**config.mk**
```make
export PLATFORM = sky130hd
export DESIGN_NAME = logic_unit_pipe
export DESIGN_NICKNAME = d
export VERILOG_FILES = /design/src/rtl/logic_unit_pkg.sv /design/src/rtl/bitwise_op_core.sv /design/src/rtl/logic_unit_pipe.sv
export SDC_FILE = /design/constraint.sdc
export NUM_CORES = 1
export LEC_CHECK = 0
export ABC_AREA = 0
export CORE_MARGIN = 1.5
export CORE_UTILIZATION = 35
export CTS_CLUSTER_SIZE = 40
export DETAILED_ROUTE_END_ITERATION = 8
export GPL_TIMING_DRIVEN = 0
export PLACE_DENSITY = 0.66
export REMOVE_ABC_BUFFERS = 1
export SETUP_SLACK_MARGIN = 0.5
export SLEW_MARGIN = 25
export SYNTH_ARGS = -nofsm -noshare
export SYNTH_HDL_FRONTEND = slang
export SYNTH_HIERARCHICAL = 1
export SYNTH_SLANG_ARGS = --single-unit
```
**constraint.sdc**
```tcl
create_clock -name clk -period 4.8 [get_ports clk]
set_input_delay 0.72 -clock clk [delete_from_list [all_inputs] [get_ports clk]]
set_output_delay 0.72 -clock clk [all_outputs]
set_load 0.01 [all_outputs]
```
**src/rtl/logic_unit_pkg.sv**
```systemverilog
// Shared constants for the pipelined bitwise logic unit: op encoding and
// the output-register state type.
package logic_unit_pkg;

    localparam int OP_W = 3;

    localparam logic [OP_W-1:0] OP_AND    = 3'd0;
    localparam logic [OP_W-1:0] OP_OR     = 3'd1;
    localparam logic [OP_W-1:0] OP_XOR    = 3'd2;
    localparam logic [OP_W-1:0] OP_NAND   = 3'd3;
    localparam logic [OP_W-1:0] OP_NOR    = 3'd4;
    localparam logic [OP_W-1:0] OP_XNOR   = 3'd5;
    localparam logic [OP_W-1:0] OP_PASS_A = 3'd6;
    localparam logic [OP_W-1:0] OP_NOT_A  = 3'd7;

    typedef enum logic {
        ST_EMPTY = 1'b0,
        ST_FULL  = 1'b1
    } out_state_e;

endpackage

```
**src/rtl/bitwise_op_core.sv**
```systemverilog
// Combinational WIDTH-bit bitwise operator with the legacy enable gate
// (enable low forces an all-zero result regardless of op).
import logic_unit_pkg::*;

module bitwise_op_core #(
    parameter int WIDTH = 4
) (
    input  logic [OP_W-1:0]  op_i,
    input  logic [WIDTH-1:0] a_i,
    input  logic [WIDTH-1:0] b_i,
    input  logic             enable_i,
    output logic [WIDTH-1:0] y_o
);

    logic [WIDTH-1:0] raw;

    always_comb begin
        raw = '0;
        case (op_i)
            OP_AND:    raw = a_i & b_i;
            OP_OR:     raw = a_i | b_i;
            OP_XOR:    raw = a_i ^ b_i;
            OP_NAND:   raw = ~(a_i & b_i);
            OP_NOR:    raw = ~(a_i | b_i);
            OP_XNOR:   raw = ~(a_i ^ b_i);
            OP_PASS_A: raw = a_i;
            OP_NOT_A:  raw = ~a_i;
            default:   raw = '0;
        endcase
        y_o = enable_i ? raw : '0;
    end

endmodule

```
**src/rtl/logic_unit_pipe.sv**
```systemverilog
// Pipelined bitwise logic unit: one output register with flags behind a
// valid/ready handshake, an accumulator operand and a saturating counter.
import logic_unit_pkg::*;

module logic_unit_pipe #(
    parameter int WIDTH = 4,
    parameter int CNT_W = 8
) (
    input  logic             clk,
    input  logic             rst,
    input  logic             in_valid,
    output logic             in_ready,
    input  logic [OP_W-1:0]  in_op,
    input  logic [WIDTH-1:0] in_a,
    input  logic [WIDTH-1:0] in_b,
    input  logic             in_acc,
    input  logic             enable,
    input  logic             acc_clr,
    output logic             out_valid,
    input  logic             out_ready,
    output logic [WIDTH-1:0] out_y,
    output logic             out_zero,
    output logic             out_ones,
    output logic [CNT_W-1:0] xfer_count
);

    out_state_e       state_q, state_d;
    logic [WIDTH-1:0] y_q, y_d;
    logic             zero_q, zero_d;
    logic             ones_q, ones_d;
    logic [WIDTH-1:0] acc_q, acc_d;
    logic [CNT_W-1:0] cnt_q, cnt_d;

    logic             accept;
    logic             xfer;
    logic [WIDTH-1:0] operand_b;
    logic [WIDTH-1:0] result;

    assign out_valid  = (state_q == ST_FULL);
    assign in_ready   = !out_valid || out_ready;
    assign accept     = in_valid && in_ready;
    assign xfer       = out_valid && out_ready;
    assign operand_b  = in_acc ? acc_q : in_b;
    assign out_y      = y_q;
    assign out_zero   = zero_q;
    assign out_ones   = ones_q;
    assign xfer_count = cnt_q;

    bitwise_op_core #(
        .WIDTH(WIDTH)
    ) u_core (
        .op_i     (in_op),
        .a_i      (in_a),
        .b_i      (operand_b),
        .enable_i (enable),
        .y_o      (result)
    );

    always_comb begin
        state_d = state_q;
        y_d     = y_q;
        zero_d  = zero_q;
        ones_d  = ones_q;
        acc_d   = acc_q;
        cnt_d   = cnt_q;

        // Accept while FULL is only possible when the old result leaves the
        // same cycle, so a fresh load always means staying FULL.
        case (state_q)
            ST_EMPTY: begin
                if (accept) begin
                    state_d = ST_FULL;
                end
            end
            ST_FULL: begin
                if (accept) begin
                    state_d = ST_FULL;
                end else if (xfer) begin
                    state_d = ST_EMPTY;
                end
            end
            default: state_d = ST_EMPTY;
        endcase

        if (accept) begin
            y_d    = result;
            zero_d = (result == '0);
            ones_d = (result == '1);
        end

        // A beat in the same cycle as acc_clr wins; the op already saw the old acc.
        if (accept) begin
            acc_d = result;
        end else if (acc_clr) begin
            acc_d = '0;
        end

        if (xfer && (cnt_q != {CNT_W{1'b1}})) begin
            cnt_d = cnt_q + 1'b1;
        end
    end

    always_ff @(posedge clk or posedge rst) begin
        if (rst) begin
            state_q <= ST_EMPTY;
            y_q     <= '0;
            zero_q  <= 1'b1;
            ones_q  <= 1'b0;
            acc_q   <= '0;
            cnt_q   <= '0;
        end else begin
            state_q <= state_d;
            y_q     <= y_d;
            zero_q  <= zero_d;
            ones_q  <= ones_d;
            acc_q   <= acc_d;
            cnt_q   <= cnt_d;
        end
    end

endmodule
```
==> results of run 1 <==
[synthesized netlist by cell type (2+ instances only)]
master	instances
a21oi_1	12
a22o_1	4
a31oi_1	4
buf_2	2
buf_6	2
dfrtp_1	18
ha_1	9
inv_1	13
mux2_2	4
nand2_1	22
nand3_1	6
nand4_1	3
nor2_1	7
nor2b_1	2
nor3_1	2
o21ai_0	9
o21ai_1	2
xnor2_1	7
[power groups by stage]
| stage | clock, mW | combinational (mW) | sequential, mW |
|---|---|---|---|
| 5_1_grt | 0.119 | 0.237 | 0.248 |
| 6_report | 0.107 | 0.214 | 0.241 |
| 3_3_place_gp | 0 | 0.211 | 0.241 |
| 3_5_place_dp | 0 | 0.216 | 0.245 |
| 4_1_cts | 0.112 | 0.216 | 0.242 |
| 2_1_floorplan | 0 | 0.0963 | 0.252 |
[registers in the layout, summed over array words and instances, names as in the netlist]
name / flops
acc_q: 4
out_ones: 1
out_valid: 1
out_y: 4
out_zero: 1
xfer_count: 8
[worst min-delay path by stage]
| stage | slack (ns) | to | cells after the start |
|---|---|---|---|
| after floorplan | 0.46 | acc_q[0]$_DFFE_PP0P_ | 1 |
| after global routing | 0.51 | out_zero$_DFFE_PP1P_ | 2 |
| final | 0.48 | out_y[1]$_DFFE_PP0P_ | 2 |
| after detailed placement | 0.47 | out_y[1]$_DFFE_PP0P_ | 2 |
| after global placement | 0.47 | out_y[1]$_DFFE_PP0P_ | 2 |
| after CTS | 0.49 | out_y[1]$_DFFE_PP0P_ | 2 |
[cells by family (layout without fill, tap and decap cells)]
kind of cell	Yosys count	after routing
and+or+nand+nor	53	53
AOI/OAI and AO/OA	35	35
DFF	19	19
buffers and inverters	17	50
adders and majority gates	9	9
xor gates and xnor gates	9	9
muxes	5	5
[tightest hold or removal path, stage by stage (launching register included)]
cell,delay (ns)
dfrtp_1,0.34
nand2_1,0.05
nand2_1,0.05
[layer usage]
layer	track usage (%)	vias to the layer above	routed length [um]
li1	-	572	-
met1	17.23	549	1210
met2	28.39	36	1484
met3	1.232	2	123
met4	3.191	0	5
met5	0	-	0
[cell type report]
class	count	area, um2	area share [%]
repair buffers	33	330.3	19.26
inverters	13	48.80	2.845
clock buffers	4	45.04	2.626
well taps	48	60.06	3.501
multi-input cells	111	754.5	43.98
flip-flops and latches	19	476.7	27.79
==> flow_summary_export.csv, run 1 <==
group,metric,value,unit
setup_path,worstSetupEndpointType,"flip-flop",
logic_synthesis,syn_area_per_cell,8.929,um2
logic_synthesis,synth_seq_cells,19,
setup_path,arrival,3.15,ns
sta,max_freq,335.9,MHz
hold_path,hold_start,"out_y[1]$_DFFE_PP0P_",
power,p_leak,0.7595,nW
power,p_switching,0.1839,mW
sta,fin_crit_sh,62.03,%
routing,antenna_left,0,
cts,cts_max_level,1,
setup_path,critical_path_depth,10,
setup_path,r2r-end,"out_zero$_DFFE_PP1P_",
power,seqPwrFrac,42.8,%
sta,setup_viol,0,
power,power_density,327.9,nW/um2
grt,grt.overflow.total,0,
finish,area_growth_syn_to_layout,30.70,%
setup_path,crit_chain,"clkdlybuf4s50_1, mux2_2, inv_1, ha_1, nor2_1, a21oi_1, o21ai_0, a21oi_1, or4_1, o21ai_0",
logic_synthesis,synthSimpleGateAreaFrac,22.02,%
routing,first_iter_violations,40,
sta,hold_ws,0.4792,ns
cts,numClockSinks,19,
finish,final_common_cell,"clkdlybuf4s50_1",
sta,hold_viol_final,0,
finish,diodes,0,
setup_path,worst_path_max_delay_cell,"clkdlybuf4s50_1",
grt,antenna_found_initial,0,
logic_synthesis,yosys_warnings,6,
logic_synthesis,synth.mux.area_fraction,4.576,%
finish,n_fill_cell,378,
finish,fin_cells,228,
setup_path,crit_family,"simple AND/OR/NAND/NOR gates",
logic_synthesis,synthAdderAreaFrac,8.580,%
logic_synthesis,synth-compound-area-share,15.73,%
setup_path,path_buf_inv,2,
sta,setup_ws,1.823,ns
setup_path,critPathLaunchType,"primary input",
setup_path,critPathMaxFanout,4,
floorplanning,io_pins,34,
power,p_int,0.3786,mW
sta,slew_violations,0,
power,peakVddDrop,109.3,uV
cts,clockBufferDepth,2,
sta,tightest_slew,0.7914,ns
sta,period_needed,2.977,ns
logic_synthesis,syn_area,1313,um2
finish,fin_area,1715,um2
grt,grt_max_degree,24,
place,dpl.cell_count,224,
setup_path,r2r-start,"acc_q[3]$_DFFE_PP0P_",
grt,grt_pass1_wl,4.899,mm
cts,clk_latency,0.25,ns
setup_path,startpoint,"in_acc",
logic_synthesis,synth_top_family_by_area,"simple AND/OR/NAND/NOR gates",
cts,tritoncts,"yes",
setup_path,required,4.98,ns
grt,grt_usage,14.62,%
sta,slew_headroom,47.08,%
routing,vias,1159,
place,portBuffers,33,
logic_synthesis,synth_xor_area_share,6.578,%
sta,setup_tns,0,ns
cts,hold_buffers,0,
grt,grt_pass1_vias,1133,
run,maxCapViolations,0,
place,placed_area,1670,um2
floorplanning,start_util,36.12,%
power,netSwitchingFraction,32.70,%
status,outcome,"complete, no violations",
logic_synthesis,synth_largest_area_cell,"dfrtp_1",
floorplanning,rows,22,
power,pwr-share-clk,19.0,%
routing,wl_per_cell,12.39,um
floorplanning,die_area,4126,um2
logic_synthesis,syn_inst,147,
cts,post-cts-setup-buffers,0,
cts,cts_buffers,3,
hold_path,min-delay-path-class,"reg -> reg",
sta,worst_clock_skew,0.001070,ns
logic_synthesis,synth_top_area_share,34.32,%
logic_synthesis,yosys_most_used_dff,"dfrtp_1",
logic_synthesis,synth_seq_area_share,36.32,%
finish,final_util,47.21,%
logic_synthesis,synth_edf_count,0,
setup_path,crit_end,"out_zero$_DFFE_PP1P_",
power,power.total,0.5625,mW
floorplanning,die_x,64.24,um
place,gp_congestion,0.8519,
place,dp_hpwl,2.290,mm
finish,layout_common_cells,"clkdlybuf4s50_1 (33), nand2_1 (22), dfrtp_1 (18)",
routing,firstDrtPassIters,4,
finish,drive_above_1_share,8.333,%
floorplanning,die_y,64.24,um
routing,vias_per_cell,5.083,
setup_path,crit_type,"in -> reg",
logic_synthesis,async_flop_share,100.0,%
place,dp_slack,1.571,ns
cts,clk_pin_slew,0.07,ns
logic_synthesis,yosys.cell_types.count,37,
cts,cts_root_buffer,"clkbuf_8",
logic_synthesis,synth.area.top_cells,"dfrtp_1 (34%), ha_1 (8.6%), nand2_1 (6.3%), xnor2_1 (4.7%), a21oi_1 (4.6%)",
sta,rsz0062_at_grt,"false",
cts,ctsResizeCount,0,
setup_path,r2r.worst_path.cells,9,
floorplanning,core,3633,um2
routing,drc_errors,0,
setup_path,cp_slowest_stage_delay,0.59,ns
power,p_comb_share,38.1,%
finish,fin_nets,208,
routing,wl,2.824,mm
setup_path,r2r_slack,2.59,ns
Power figures use the tool's default switching activity.
==> inputs of run 2 (changes only) <==
--- a/config.mk
+++ b/config.mk
@@ -11,7 +11,7 @@
 export CTS_CLUSTER_SIZE = 40
 export DETAILED_ROUTE_END_ITERATION = 8
 export GPL_TIMING_DRIVEN = 0
-export PLACE_DENSITY = 0.66
+export PLACE_DENSITY = 0.68
 export REMOVE_ABC_BUFFERS = 1
 export SETUP_SLACK_MARGIN = 0.5
 export SLEW_MARGIN = 25
==> constraint.sdc (replaced) <==
create_clock -name clk -period 2.39 [get_ports clk]
set_input_delay 0.3585 -clock clk [delete_from_list [all_inputs] [get_ports clk]]
set_output_delay 0.3585 -clock clk [all_outputs]
set_load 0.01 [all_outputs]
==> run 2 against run 1 <==
Clock power grew 110%; highest routed layer unchanged; largest power group is now combinational cells; first-iteration DRC count down 35%; utilization increased by 5.0 points.
==> flow_summary_export.csv, run 2 (same netlist as run 1, synthesis figures left out) <==
group,metric,value,unit
status,outcome,"complete, no violations",
place,dp_slack,-0.5067,ns
sta,hold_ws,0.4712,ns
power,netSwitchingFraction,33.92,%
grt,grt_max_degree,24,
power,peakVddDrop,228.0,uV
cts,clk_pin_slew,0.07,ns
power,pwr-share-clk,18.9,%
sta,fin_crit_sh,87.38,%
floorplanning,core,3633,um2
cts,cts_max_level,1,
setup_path,required,2.58,ns
sta,slew_headroom,51.67,%
routing,vias,1191,
sta,slew_violations,0,
setup_path,critPathLaunchType,"flip-flop",
floorplanning,die_y,64.24,um
power,p_switching,0.4051,mW
place,gp_congestion,0.8357,
floorplanning,io_pins,34,
sta,rsz0062_at_grt,"true",
routing,drc_errors,0,
floorplanning,die_area,4126,um2
floorplanning,rows,22,
sta,max_freq,478.9,MHz
place,portBuffers,33,
floorplanning,die_x,64.24,um
routing,antenna_left,0,
grt,grt_usage,15.27,%
place,dp_hpwl,2.127,mm
sta,worst_clock_skew,0.002979,ns
grt,grt_pass1_wl,5.057,mm
sta,setup_ws,0.3017,ns
routing,firstDrtPassIters,4,
floorplanning,start_util,36.12,%
finish,n_fill_cell,352,
setup_path,worstSetupEndpointType,"flip-flop",
cts,clockBufferDepth,2,
routing,wl,3.126,mm
power,seqPwrFrac,40.2,%
setup_path,critPathMaxFanout,2,
setup_path,crit_type,"reg -> reg",
run,maxCapViolations,0,
grt,grt.overflow.total,0,
sta,setup_viol,0,
grt,grt_pass1_vias,1166,
finish,drive_above_1_share,24.61,%
sta,hold_viol_final,0,
sta,setup_tns,0,ns
cts,tritoncts,"yes",
sta,tightest_slew,0.7241,ns
routing,wl_per_cell,13.08,um
cts,numClockSinks,19,
power,p_int,0.7894,mW
cts,cts_buffers,3,
power,power.total,1.195,mW
sta,period_needed,2.088,ns
finish,diodes,0,
finish,final_common_cell,"nand2_1",
setup_path,arrival,2.28,ns
grt,antenna_found_initial,0,
power,p_comb_share,40.9,%
routing,vias_per_cell,4.983,
finish,layout_common_cells,"nand2_1 (21), clkdlybuf4s50_1 (20), dfrtp_1 (18)",
power,power_density,630.2,nW/um2
finish,largest_reg_flops,8,
cts,cts_root_buffer,"clkbuf_8",
power,p_leak,0.8535,nW
routing,first_iter_violations,26,
finish,fin_nets,219,
finish,area_growth_syn_to_layout,44.42,%
cts,clk_latency,0.26,ns
hold_path,min-delay-path-class,"reg -> reg",
-- run 2: changes by cell type in the layout (fill, tap and decap cells not counted), sizes merged --
cell	previous run	this run
clkinv	0	1
dlygate4sd2	0	10
buf	0	13
clkdlybuf4s50	33	20
-- run 2: area by class of cell --
class / count / area [um2] / area share, %
flip-flops and latches: 19 / 476.7 / 25.15
multi-input cells: 111 / 870.8 / 45.94
well taps: 48 / 60.06 / 3.168
clock inverters: 1 / 5.005 / 0.2640
repair buffers: 44 / 392.9 / 20.73
clock buffers: 3 / 41.29 / 2.178
inverters: 13 / 48.80 / 2.574
-- run 2: stage by stage --
stage	instance area (um2)	std cells	utilization, %
after floorplan	1280	143	-
after global placement	1670	224	45.97
after detailed placement	1670	224	45.97
after CTS	1842	236	50.69
after global routing	1896	239	52.17
final	1896	239	52.17
-- run 2: worst paths after layout --
path | endpoint | slack (ns) | startpoint | cells past startpoint
max reg2reg | out_zero$_DFFE_PP1P_ | 0.30 | acc_q[1]$_DFFE_PP0P_ | 8
min reg2reg | out_zero$_DFFE_PP1P_ | 0.47 | out_zero$_DFFE_PP1P_ | 2
min | out_zero$_DFFE_PP1P_ | 0.47 | out_zero$_DFFE_PP1P_ | 2
min in group asynchronous | xfer_count[7]$_DFFE_PP0P_ | 0.52 | rst | 2
max | out_zero$_DFFE_PP1P_ | 0.30 | acc_q[1]$_DFFE_PP0P_ | 8
max in group asynchronous | out_valid$_DFF_PP0_ | 1.41 | rst | 2
-- run 2: critical path: stages, from the launching register on --
cell     delay [ns]
dfrtp_1        0.39
mux2_4         0.29
ha_4           0.16
nor2b_4        0.12
nor3_2         0.12
a21oi_1        0.06
o211a_1        0.26
or4_1          0.48
o21ai_1        0.14
-- run 2: layer usage --
metal  vias up  global-route usage, %  share of wire [%]  wire (um)
met5         -                      0                  0          0
li1        594                      -                  -          -
met1       563                  18.39                 45       1396
met4         0                  5.585                2.5         78
met3         6                  2.289                2.7         85
met2        28                  27.34                 50       1565
-- run 2: power by group through the flow --
stage                     logic (mW)  clock network, mW  registers (mW)
after global routing           0.531              0.244           0.496
after global placement         0.425                  0           0.482
after detailed placement       0.436                  0           0.489
after floorplan                0.193                  0           0.506
after CTS                      0.472              0.230           0.483
final                          0.489              0.226           0.480
-- run 2: timing repair --
| action | in CTS | in global routing |
|---|---|---|
| hold buffers | 0 | 0 |
| pin swaps | 9 | 11 |
| gates resized for setup | 39 | 15 |
| buffers inserted | 8 | 3 |
| endpoints found under the setup margin | 11 | 7 |
==> inputs of run 3 (changes only) <==
--- a/config.mk
+++ b/config.mk
@@ -17,5 +17,4 @@
 export SLEW_MARGIN = 25
 export SYNTH_ARGS = -nofsm -noshare
 export SYNTH_HDL_FRONTEND = slang
-export SYNTH_HIERARCHICAL = 1
 export SYNTH_SLANG_ARGS = --single-unit
==> run 3 against run 2 <==
Setup slack better by 0.14 ns; sequential share of layout area is 1.2 points higher; critical path depth down 2; utilization grew 0.36 points; maximum frequency rose by 7.0%; non-clock buffer count decreased by 5; count of clock-buffer cells in the layout grew 1; synthesized area fell by 1.6%; cell count down 9.2%; flip-flop and latch count is the same; routed wire length shrank 0.13%; clock power is 2% lower; critical endpoint unchanged.
==> flow_summary_export.csv, run 3 <==
group,metric,value,unit
logic_synthesis,yosys_warnings,0,
finish,fin_nets,199,
setup_path,critPathLaunchType,"flip-flop",
floorplanning,die_area,4063,um2
routing,wl_per_cell,14.39,um
grt,grt_pass1_vias,1102,
cts,hold_buffers,0,
grt,antenna_found_initial,0,
logic_synthesis,yosys.cell_types.count,46,
finish,final_common_cell,"clkdlybuf4s50_1",
status,outcome,"complete, no violations",
sta,hold_viol_final,0,
setup_path,path_buf_inv,0,
cts,clockBufferDepth,2,
setup_path,worstSetupEndpointType,"flip-flop",
finish,area_growth_syn_to_layout,40.02,%
cts,cts_buffers,3,
setup_path,crit_chain,"mux2i_2, ha_1, nor2b_4, o311a_1, o221a_4, o41ai_2",
routing,drc_errors,0,
sta,setup_ws,0.4378,ns
routing,wl,3.122,mm
routing,firstDrtPassIters,4,
logic_synthesis,synth.area.top_cells,"dfrtp_1 (35%), ha_1 (8.7%), xnor2_1 (4.7%), nand2_1 (4.1%), mux2i_1 (3.1%)",
logic_synthesis,synth_seq_area_share,36.92,%
sta,rsz0062_at_grt,"true",
finish,largest_reg_flops,8,
setup_path,crit_type,"reg -> reg",
hold_path,min-delay-path-class,"reg -> reg",
setup_path,crit_family,"compound AO/OA/AOI/OAI gates",
setup_path,cp_slowest_stage_delay,0.40,ns
sta,fin_crit_sh,81.68,%
logic_synthesis,async_flop_share,100.0,%
logic_synthesis,syn_area,1291,um2
sta,setup_viol,0,
logic_synthesis,syn_inst,133,
cts,cts_max_level,1,
grt,grt_pass1_wl,5.271,mm
power,peakVddDrop,433.6,uV
sta,period_needed,1.952,ns
setup_path,critPathMaxFanout,4,
place,dp_slack,-0.3714,ns
floorplanning,start_util,37.51,%
setup_path,worst_path_max_delay_cell,"dfrtp_1",
routing,vias,1118,
sta,worst_clock_skew,0.002991,ns
cts,cts_root_buffer,"clkbuf_8",
grt,grt_usage,16.05,%
run,maxCapViolations,0,
setup_path,arrival,2.11,ns
logic_synthesis,synth_largest_area_cell,"dfrtp_1",
floorplanning,rows,21,
logic_synthesis,yosys_most_used_dff,"dfrtp_1",
power,power.total,1.121,mW
routing,vias_per_cell,5.152,
grt,grt.overflow.total,0,
floorplanning,die_y,63.74,um
place,gp_congestion,0.7863,
finish,final_util,52.53,%
sta,tightest_slew,0.7153,ns
cts,tritoncts,"yes",
sta,hold_ws,0.4829,ns
routing,antenna_left,0,
sta,max_freq,512.3,MHz
power,p_leak,0.8467,nW
floorplanning,die_x,63.74,um
setup_path,required,2.55,ns
place,portBuffers,33,
grt,grt_max_degree,20,
logic_synthesis,syn_area_per_cell,9.709,um2
logic_synthesis,synth_edf_count,0,
logic_synthesis,synthTopCellsByCount,"dfrtp_1 (18), nand2_1 (14), inv_1 (10)",
floorplanning,io_pins,34,
floorplanning,core,3442,um2
sta,slew_violations,0,
logic_synthesis,synth_seq_cells,19,
place,dp_hpwl,2.221,mm
logic_synthesis,post-synth-top-count-cell,"dfrtp_1",
logic_synthesis,synth_top_area_share,34.88,%
sta,slew_headroom,52.26,%
finish,drive_above_1_share,19.88,%
finish,diodes,0,
power,power_density,619.8,nW/um2
cts,clk_pin_slew,0.07,ns
cts,clk_latency,0.26,ns
routing,first_iter_violations,36,
finish,layout_common_cells,"clkdlybuf4s50_1 (20), dfrtp_1 (18), nand2_1 (14)",
cts,numClockSinks,19,
## run 3: area by class of cell
cell class,count,area [um2]
Fill cell,317,1634
Multi-Input combinational cell,98,832.0
Sequential cell,19,476.7
Timing Repair Buffer,39,355.3
Tap cell,46,57.56
Clock buffer,4,45.04
Inverter,11,41.29
## run 3: report_power, final
part	internal [mW]	total, mW	switching, mW
combinational	0.249	0.441	0.192
clock	0.119	0.221	0.102
sequential	0.391	0.459	0.0682
total	0.758	1.12	0.362
## run 3: final timing paths
path                                      startpoint                         to  slack (ns)  depth (start not counted)
max in group asynchronous                        rst  xfer_count[1]$_DFFE_PP0P_        1.42                          2
worst max-delay path            acc_q[3]$_DFFE_PP0P_       out_zero$_DFFE_PP1P_        0.44                          6
min in group asynchronous                        rst  xfer_count[4]$_DFFE_PP0P_        0.52                          2
worst max register to register  acc_q[3]$_DFFE_PP0P_       out_zero$_DFFE_PP1P_        0.44                          6
worst min register to register  acc_q[2]$_DFFE_PP0P_       acc_q[2]$_DFFE_PP0P_        0.48                          1
worst min-delay path            acc_q[2]$_DFFE_PP0P_       acc_q[2]$_DFFE_PP0P_        0.48                          1
## run 3: per-stage QoR
step	instance area [um2]	instances	TNS, ns
global route	1808	217	0
floorplan	1256	128	0
detailed placement	1644	207	-1.842
CTS	1773	215	0
finish	1808	217	0
global placement	1644	207	-1.396
## run 3: timing repair
item,in CTS,in global routing
buffers inserted,4,2
pin swaps,15,9
resized for setup,30,10
endpoints found under the setup margin,11,10
## run 3: logic make-up after synthesis
kind of cell             count (synthesis)  synth area share, %
buffers and inverters                   16                5.911
AO/OA/AOI/OAI                           30                18.41
XOR/XNOR                                 9                6.105
multiplexers                             7                5.717
flip-flops                              19                36.92
AND/OR/NAND/NOR                         43                18.22
adder cells (fa/ha/maj)                  9                8.721
## run 3: metal layers
| layer | wire length, um | global-route usage, % |
|---|---|---|
| met2 | 1502 | 25.26 |
| met3 | 100 | 3.521 |
| met1 | 1487 | 22.80 |
| met5 | 0 | 0 |
| met4 | 31 | 2.989 |
